--- src/rtl/axi3_wr_arbiter_pkg.sv ---
// AXI3 write-channel bundles shared by the write sources, the arbiter and the crossbar port,
// plus the arbiter's transaction-phase encoding.
package axi3_wr_arbiter_pkg;

  localparam int AXI_ADDR_W = 32;
  localparam int AXI_DATA_W = 32;
  localparam int AXI_ID_W   = 4;
  localparam int AXI_LEN_W  = 4;
  localparam int AXI_STRB_W = AXI_DATA_W / 8;

  // Master-driven AW/W fields plus bready
  typedef struct packed {
    logic                  awvalid;
    logic [AXI_ADDR_W-1:0] awaddr;
    logic [AXI_LEN_W-1:0]  awlen;
    logic [2:0]            awsize;
    logic [1:0]            awburst;
    logic                  wvalid;
    logic [AXI_DATA_W-1:0] wdata;
    logic [AXI_STRB_W-1:0] wstrb;
    logic                  wlast;
    logic                  bready;
  } axi3_wr_req_t;

  // Slave-driven readies and the B channel
  typedef struct packed {
    logic                awready;
    logic                wready;
    logic                bvalid;
    logic [1:0]          bresp;
    logic [AXI_ID_W-1:0] bid;
  } axi3_wr_resp_t;

  typedef enum logic [1:0] {
    ARB_IDLE = 2'd0,
    ARB_AW   = 2'd1,
    ARB_W    = 2'd2,
    ARB_B    = 2'd3
  } arb_state_t;

endpackage

--- src/rtl/axi3_wr_arbiter_rr_pick.sv ---
// Round-robin selector: one-hot of the first set request at or after ptr, wrapping to index 0.
module rr_pick #(
  parameter int NUM_REQ = 2,
  parameter int PTR_W   = (NUM_REQ > 1) ? $clog2(NUM_REQ) : 1
) (
  input  logic [NUM_REQ-1:0] req,
  input  logic [PTR_W-1:0]   ptr,
  output logic [NUM_REQ-1:0] gnt
);

  logic [NUM_REQ-1:0] hi_mask;
  logic [NUM_REQ-1:0] masked;
  logic [NUM_REQ-1:0] pool;

  // Prefer requests at/above ptr; fall back to the full set to wrap. Isolate lowest set bit.
  always_comb begin
    hi_mask = ~((NUM_REQ'(1) << ptr) - NUM_REQ'(1));
    masked  = req & hi_mask;
    pool    = (|masked) ? masked : req;
    gnt     = pool & (~pool + NUM_REQ'(1));
  end

endmodule

--- src/rtl/axi3_wr_arbiter.sv ---
// Whole-transaction round-robin arbiter sharing one AXI3 write port; one transaction in flight,
// so W and B follow the registered grant.
module axi3_wr_arbiter
  import axi3_wr_arbiter_pkg::*;
#(
  parameter int NUM_REQ   = 2,
  parameter int ID_WIDTH  = 4,
  parameter int LEN_WIDTH = 4
) (
  input  logic                                clk,
  input  logic                                rst,
  input  axi3_wr_req_t  [NUM_REQ-1:0]         s_req,
  input  logic          [NUM_REQ-1:0][ID_WIDTH-1:0] s_awid,
  input  logic          [NUM_REQ-1:0][ID_WIDTH-1:0] s_wid,
  output axi3_wr_resp_t [NUM_REQ-1:0]         s_resp,
  output axi3_wr_req_t                        m_req,
  output logic          [ID_WIDTH-1:0]        m_awid,
  output logic          [ID_WIDTH-1:0]        m_wid,
  input  axi3_wr_resp_t                       m_resp,
  output logic          [NUM_REQ-1:0]         grant,
  output logic                                protocol_err
);

  localparam int PTR_W = (NUM_REQ > 1) ? $clog2(NUM_REQ) : 1;

  arb_state_t           state, state_d;
  logic [NUM_REQ-1:0]   grant_d;
  logic [PTR_W-1:0]     gidx, gidx_d;
  logic [PTR_W-1:0]     rr_ptr, rr_ptr_d;
  logic [LEN_WIDTH-1:0] beat_cnt, beat_cnt_d;
  logic [LEN_WIDTH-1:0] len_q, len_d;
  logic                 err_d;

  logic [NUM_REQ-1:0]   aw_req;
  logic [NUM_REQ-1:0]   pick;
  logic [PTR_W-1:0]     pick_idx;
  axi3_wr_req_t         sel;
  logic                 aw_hs, w_hs, b_hs;

  always_comb begin
    aw_req = '0;
    for (int i = 0; i < NUM_REQ; i++) aw_req[i] = s_req[i].awvalid;
  end

  rr_pick #(
    .NUM_REQ (NUM_REQ),
    .PTR_W   (PTR_W)
  ) u_pick (
    .req (aw_req),
    .ptr (rr_ptr),
    .gnt (pick)
  );

  always_comb begin
    pick_idx = '0;
    for (int i = 0; i < NUM_REQ; i++)
      if (pick[i]) pick_idx = PTR_W'(i);
  end

  // gidx is registered alongside the one-hot grant so the data muxes need no encoder
  assign sel   = s_req[gidx];
  assign aw_hs = sel.awvalid & m_resp.awready;
  assign w_hs  = sel.wvalid & m_resp.wready;
  assign b_hs  = m_resp.bvalid & sel.bready;

  always_ff @(posedge clk or posedge rst) begin
    if (rst) begin
      state        <= ARB_IDLE;
      grant        <= '0;
      gidx         <= '0;
      rr_ptr       <= '0;
      beat_cnt     <= '0;
      len_q        <= '0;
      protocol_err <= 1'b0;
    end else begin
      state        <= state_d;
      grant        <= grant_d;
      gidx         <= gidx_d;
      rr_ptr       <= rr_ptr_d;
      beat_cnt     <= beat_cnt_d;
      len_q        <= len_d;
      protocol_err <= err_d;
    end
  end

  always_comb begin
    state_d    = state;
    grant_d    = grant;
    gidx_d     = gidx;
    rr_ptr_d   = rr_ptr;
    beat_cnt_d = beat_cnt;
    len_d      = len_q;
    err_d      = protocol_err;
    unique case (state)
      ARB_IDLE: begin
        if (|aw_req) begin
          grant_d = pick;
          gidx_d  = pick_idx;
          state_d = ARB_AW;
        end
      end
      ARB_AW: begin
        if (aw_hs) begin
          len_d      = LEN_WIDTH'(sel.awlen);
          beat_cnt_d = '0;
          state_d    = ARB_W;
        end
      end
      ARB_W: begin
        if (w_hs) begin
          if (beat_cnt != '1) beat_cnt_d = beat_cnt + LEN_WIDTH'(1);
          // wlast is trusted for sequencing; a mismatch with awlen is only flagged
          if (sel.wlast != (beat_cnt == len_q)) err_d = 1'b1;
          if (sel.wlast) state_d = ARB_B;
        end
      end
      ARB_B: begin
        if (b_hs) begin
          rr_ptr_d = (gidx == PTR_W'(NUM_REQ - 1)) ? '0 : gidx + PTR_W'(1);
          grant_d  = '0;
          state_d  = ARB_IDLE;
        end
      end
      default: state_d = ARB_IDLE;
    endcase
  end

  always_comb begin
    m_req  = '0;
    m_awid = '0;
    m_wid  = '0;
    s_resp = '0;
    unique case (state)
      ARB_AW: begin
        m_req.awvalid         = sel.awvalid;
        m_req.awaddr          = sel.awaddr;
        m_req.awlen           = sel.awlen;
        m_req.awsize          = sel.awsize;
        m_req.awburst         = sel.awburst;
        m_awid                = s_awid[gidx];
        s_resp[gidx].awready  = m_resp.awready;
      end
      ARB_W: begin
        m_req.wvalid          = sel.wvalid;
        m_req.wdata           = sel.wdata;
        m_req.wstrb           = sel.wstrb;
        m_req.wlast           = sel.wlast;
        m_wid                 = s_wid[gidx];
        s_resp[gidx].wready   = m_resp.wready;
      end
      ARB_B: begin
        m_req.bready          = sel.bready;
        s_resp[gidx].bvalid   = m_resp.bvalid;
        s_resp[gidx].bresp    = m_resp.bresp;
        s_resp[gidx].bid      = m_resp.bid;
      end
      default: ;
    endcase
  end

endmodule

--- config.mk ---
export PLATFORM = sky130hd
export DESIGN_NAME = axi3_wr_arbiter
export DESIGN_NICKNAME = d
export VERILOG_FILES = /design/src/rtl/axi3_wr_arbiter_pkg.sv /design/src/rtl/axi3_wr_arbiter_rr_pick.sv /design/src/rtl/axi3_wr_arbiter.sv
export SDC_FILE = /design/constraint.sdc
export NUM_CORES = 1
export LEC_CHECK = 0
export BUFFER_PORTS_ARGS = -buffer_cell sky130_fd_sc_hd__buf_2
export CAP_MARGIN = 20
export CORE_AREA = 2 2 115 117
export DETAILED_ROUTE_END_ITERATION = 6
export DIE_AREA = 0 0 117 119
export PLACE_DENSITY_LB_ADDON = 0.12
export REMOVE_ABC_BUFFERS = 1
export SYNTH_ARGS = -nofsm -noshare
export SYNTH_HDL_FRONTEND = slang
export SYNTH_HIERARCHICAL = 1
export SYNTH_SLANG_ARGS = --single-unit
--- constraint.sdc ---
create_clock -name clk -period 2.3 [get_ports clk]
set_input_delay 0.23 -clock clk [delete_from_list [all_inputs] [get_ports clk]]
set_output_delay 0.23 -clock clk [all_outputs]
set_load 0.03 [all_outputs]
## Word-level counts from Yosys, hierarchy flattened

Index checks and enable logic that the tools add are counted.

- Flip-flop bits (word level): 15
- Latch bits: 0
- RAM bits: 0
- Memory bits (read-only): 0
- Input port bits: 189
- Output and inout port bits: 110
- Logic and storage cells: 88
- Memories: 0

- Add/sub/neg operators: 4
- Multipliers: 0
- Divide/modulo/power cells: 0
- Order comparisons: 2
- Eq/ne operators: 12
- Shifts and indexed selects: 1
- Mux-type cells: 39
- Bitwise logic cells: 10
- Reduce and logical (&&, ||, !) cells: 13

Operators with widths:

| cell | count |
|---|---|
| 81-bit 2-to-1 mux | 2 |
| 18-bit bitwise AND | 3 |
| 18-bit one-hot mux with 3 select lines | 1 |
| 9-bit demux with 1-bit select | 5 |
| 42-bit 2-to-1 mux | 1 |
| 4-bit 2-to-1 mux | 10 |
| 38-bit 2-to-1 mux | 1 |
| 18-bit bitwise mux | 2 |
| 2-bit 2-to-1 mux | 7 |
| 2-bit != test, second input constant | 6 |
| 9-bit 2-to-1 mux | 1 |
| 8-bit 2-to-1 mux | 1 |
| 2-bit one-hot mux with 4 select lines | 1 |
| 4-bit one-hot mux with 2 select lines | 1 |
| 7-bit 2-to-1 mux | 1 |
| 6-bit 2-to-1 mux | 1 |
| 2-bit AND reduction | 3 |
| 3-bit AND reduction | 2 |
| 5-bit AND reduction | 1 |
| 4-bit by 1-bit adder with 4-bit output, second input constant | 1 |
| 2-bit bitwise AND | 2 |
| 2-bit == test, second input constant | 2 |
| 4-bit == test | 1 |
| 4-bit != test, second input constant | 1 |
| 17 further kinds | 24 |

## Logic depth before layout (Yosys ltp)

- Word-level depth: 11
- Mapped depth: 7
- Depth with buffers taken out: 6

## Cells and area by module

Netlist, hierarchy kept.

By module, submodules not included:

| module | times used | cells an instance | area an instance (µm²) | seq. area each (µm²) |
|---|---|---|---|---|
| axi3_wr_arbiter | 1 | 313 | 2,397.3 | 375.4 |
| rr_pick | 1 | 3 | 18.8 | 0.0 |

## Worst setup path before layout

Ideal clock, no wire load.

- Path type: register to register
- Start point: reg state[0]
- End point: reg beat_cnt[1]
- Library setup time: 79 ps
- Arrival time: 1,730 ps
- Slack: 491 ps
- Stages on the path, launching flop included: 8
- Clock period less this slack: 1,809 ps
- Cells stage by stage: dfrtp_1 inv_1 ha_1 clkbuf_1 nand2_1 o32ai_1 and2_1 mux2i_1

- Longest elaborated chain between the ends: 3

Ends and longest elaborated chain:

| item | RTL line | RTL |
|---|---|---|
| start, declared | axi3_wr_arbiter.sv:26 | `arb_state_t state, state_d;` |
| start signal, assigned | axi3_wr_arbiter.sv:76 | `state <= state_d;` |
| 2-bit == test or 2-bit by 1-bit == test with 1-bit output (tied branches) | axi3_wr_arbiter.sv:94 | `unique case (state)` |
| 2-bit != test (no source line) or 2-bit nonzero test (tied branches) | -- |  |
| 4-bit AND reduction (no source line) | -- |  |
| end signal, assigned | axi3_wr_arbiter.sv:80 | `beat_cnt <= beat_cnt_d;` |
| end, declared | axi3_wr_arbiter.sv:30 | `logic [LEN_WIDTH-1:0] beat_cnt, beat_cnt_d;` |

Several ways; a longest one is shown, not always the timed one.
A chain may end at the register's enable or synchronous reset.

==> metrics.txt <==
Overall Power 0.00525 W; Seq pwr share 9.5%; DIE HEIGHT 119 um; Crit. End Element output port; # resized after CTS 0; Most common cell on crit path buf_12; Die Wd between 100 and 150 um; Max Fclk 464 MHz; cell count after synthesis 316; most common cell after layout, fill and taps aside buf_2; CTS tree done; GPL Wtd Cong roughly 0.89; clock share of power 6.7%; Iteration-0 DRC Markers 116; CP peak stage delay 0.54 ns; Max-Cap Viols 0; WL per Instance 15.2 um; DR vias 3241; clk buf depth 2; main area contributors after synthesis mux2i_1 38%, dfrtp_1 16%, nor2b_1 12%; die area approximately 14000 um^2; Final period util 93.7%; Root Buffer clkbuf_16; Slew Limit Fails 0; Sw Ratio 58.0%; synth unique cells 34; Ys Warns 6; hold_ws 0.0623 ns; Critical Path Source Type flip-flop; largest family of logic cells by synthesized area multiplexers; combinational share of power 83.9%; Final ANT Viol Nets 0; Layout Nets between 700 and 800; core area 12900 um^2; Cell Int Power 0.00220 W; LEAKAGE 2.54 nW; Post-CTS Repair Setup Buffers 0; worst skew pair latency about 0.25 ns; mux cell area share after synthesis 38.6%; I/O Buffers 298; dpl ws 0.381 ns; RSZ-0062 raised after global routing false; cts bufs inserted 3; Synth Area in XOR/XNOR 1.81%; via/cell ratio 4.15; Top Family by Delay on Critical Path buffers and inverters; global-route wire length before repair 16900 um; post-synthesis register bit count 15; Cell Area, Synth approximately 2400 um^2; worst-path fanout max 35; max_slew headroom approximately 57%; # DRC 0; H-tree depth reported by CTS 1; most frequent cells in the layout 298 x buf_2, 91 x mux2i_1, 69 x nor2_1, 48 x nor2b_1, 16 x nand2_1; DP Wirelength 10300 um; Post-Route WL 11800 um; Crit-path slowest cell dfrtp_4; post-synthesis sequential area ratio 15.5%; initial antenna violation count 7; asr flop ratio synth 100%; PnR worst setup slack between 0.1 and 0.15 ns; final core utilization 32.7%; Synth top area share 37.7%; Post-Synth Adder-Cell Area 3.11%; Ports 299; CP Buf/Inv Count 3; first-pass iteration count of the detailed router 4; Max VDD drop 0.611 mV; status complete, no violations; number of global-route vias before repair 3185; kind of critical path reg -> out; measured slew at the worst slew-check pin 0.649 ns; CP Cell Sequence buf_12, buf_12, mux2i_1, nor2_1, buf_2; Final Skew 0.00439 ns; main flop type after synthesis dfrtp_1; Synth area leader mux2i_1; worst hold path class in -> async; Syn-to-layout area delta 74.1%; Min Clock Period, post-route roughly 2.2 ns; syn avg cell area ~7.6 um^2; Post-Synth Simple-Gate Area 29.5%; DP Cell Count 773; CP required 2.07 ns; final setup violation count 0; initial core utilization 18.8%; clk slew on worst S/H paths 0.05 ns; number of flops mapped to enable cells by yosys 0; Finished Layout Cells 781; GR Overflow Total 0; Psw 0.00305 W; Sink Count 15; gr usage total 15.6%; row count 42; Worst EP arrival 1.93 ns; Fin. Hold Viols 0; largest net degree at the start of global routing between 40 and 50; power per cell area roughly 1200 nW/um^2; Synth Area in Compound Gates 6.01%; fraction of layout cells with a size suffix above 1 around half; Hold Buf Count CTS 0
[final timing paths]
kind,start,endpoint,slack [ns],cells past startpoint
min reg2reg,protocol_err$_DFFE_PP0P_,protocol_err$_DFFE_PP0P_,0.51,1
min,rst,len_q[1]$_DFFE_PP0P_,0.06,2
max reg2reg,state[1]$_DFFE_PP0P_,state[1]$_DFFE_PP0P_,0.37,5
max,gidx$_DFFE_PP0P_,m_req[45],0.14,5
max in group asynchronous,rst,gidx$_DFFE_PP0P_,1.76,2
min in group clk,s_req[0],rr_ptr$_DFFE_PP0P_,0.30,3
[synth_stat cells (3+ instances only)]
cell / count
o21ai_0: 3
mux2i_1: 91
nor2_1: 69
inv_1: 8
nand3_1: 5
nand2b_1: 3
xor2_1: 4
nor2b_1: 48
dfrtp_1: 15
buf_2: 9
clkbuf_1: 13
a22o_1: 4
nand2_1: 16
ha_1: 6
[power groups by stage]
| stage | combinational (W) | sequential, W | clock (W) |
|---|---|---|---|
| after floorplan | 0.00289 | 0.000712 | 0 |
| after global placement | 0.00443 | 0.000500 | 0 |
| after detailed placement | 0.00446 | 0.000500 | 0 |
| after CTS | 0.00447 | 0.000496 | 0.000356 |
| after global routing | 0.00477 | 0.000510 | 0.000371 |
| final | 0.00440 | 0.000497 | 0.000350 |
[stage by stage]
| step | instance area, um^2 | TNS [ns] |
|---|---|---|
| 3_5_place_dp | 4110 | 0 |
| 4_1_cts | 4200 | 0 |
| 5_1_grt | 4200 | 0 |
| 2_1_floorplan | 2310 | -204.12 |
| 3_3_place_gp | 4110 | 0 |
| 6_report | 4210 | 0 |
[cell type report]
cell class                      count  area [um^2]
Clock buffer                        3         75.1
Inverter                            8         30.0
Antenna cell                        4         10.0
Tap cell                          176          220
Timing Repair Buffer              304         1570
Sequential cell                    15          379
Clock inverter                      1         7.51
Multi-Input combinational cell    270         1910
Fill cell                        1415         8670
[kinds of logic (layout without fill, tap and decap cells)]
logic type	Yosys count	after routing
xor gates and xnor gates	5	5
buffers and inverters	31	316
other	0	4
AOI/OAI and AO/OA	20	20
muxes	93	93
adders and majority gates	6	6
and+or+nand+nor	146	146
DFF	15	15
[sequential cells by signal, indices dropped and copies added (netlist names)]
signal,cells
beat_cnt,4
gidx,1
grant,2
len_q,4
protocol_err,1
rr_ptr,1
state,2
[metal layers]
metal  up-vias  GRT usage (%)  part of all wire [%]
met3        16           5.95                    12
met4         4           2.35                   1.1
li1       1644              -                     -
met5         -              0                  0.28
met2       161           28.6                    49
met1      1416           17.2                    38
[worst register-to-register path: cells and delay by family (launching register included)]
kind | cells | cell delay, ns
AOI/OAI and AO/OA | 1 | 0.31
DFF | 1 | 0.43
adders and majority gates | 1 | 0.36
muxes | 1 | 0.32
and+or+nand+nor | 2 | 0.39
Note: power is estimated with default switching activity, not from simulation.
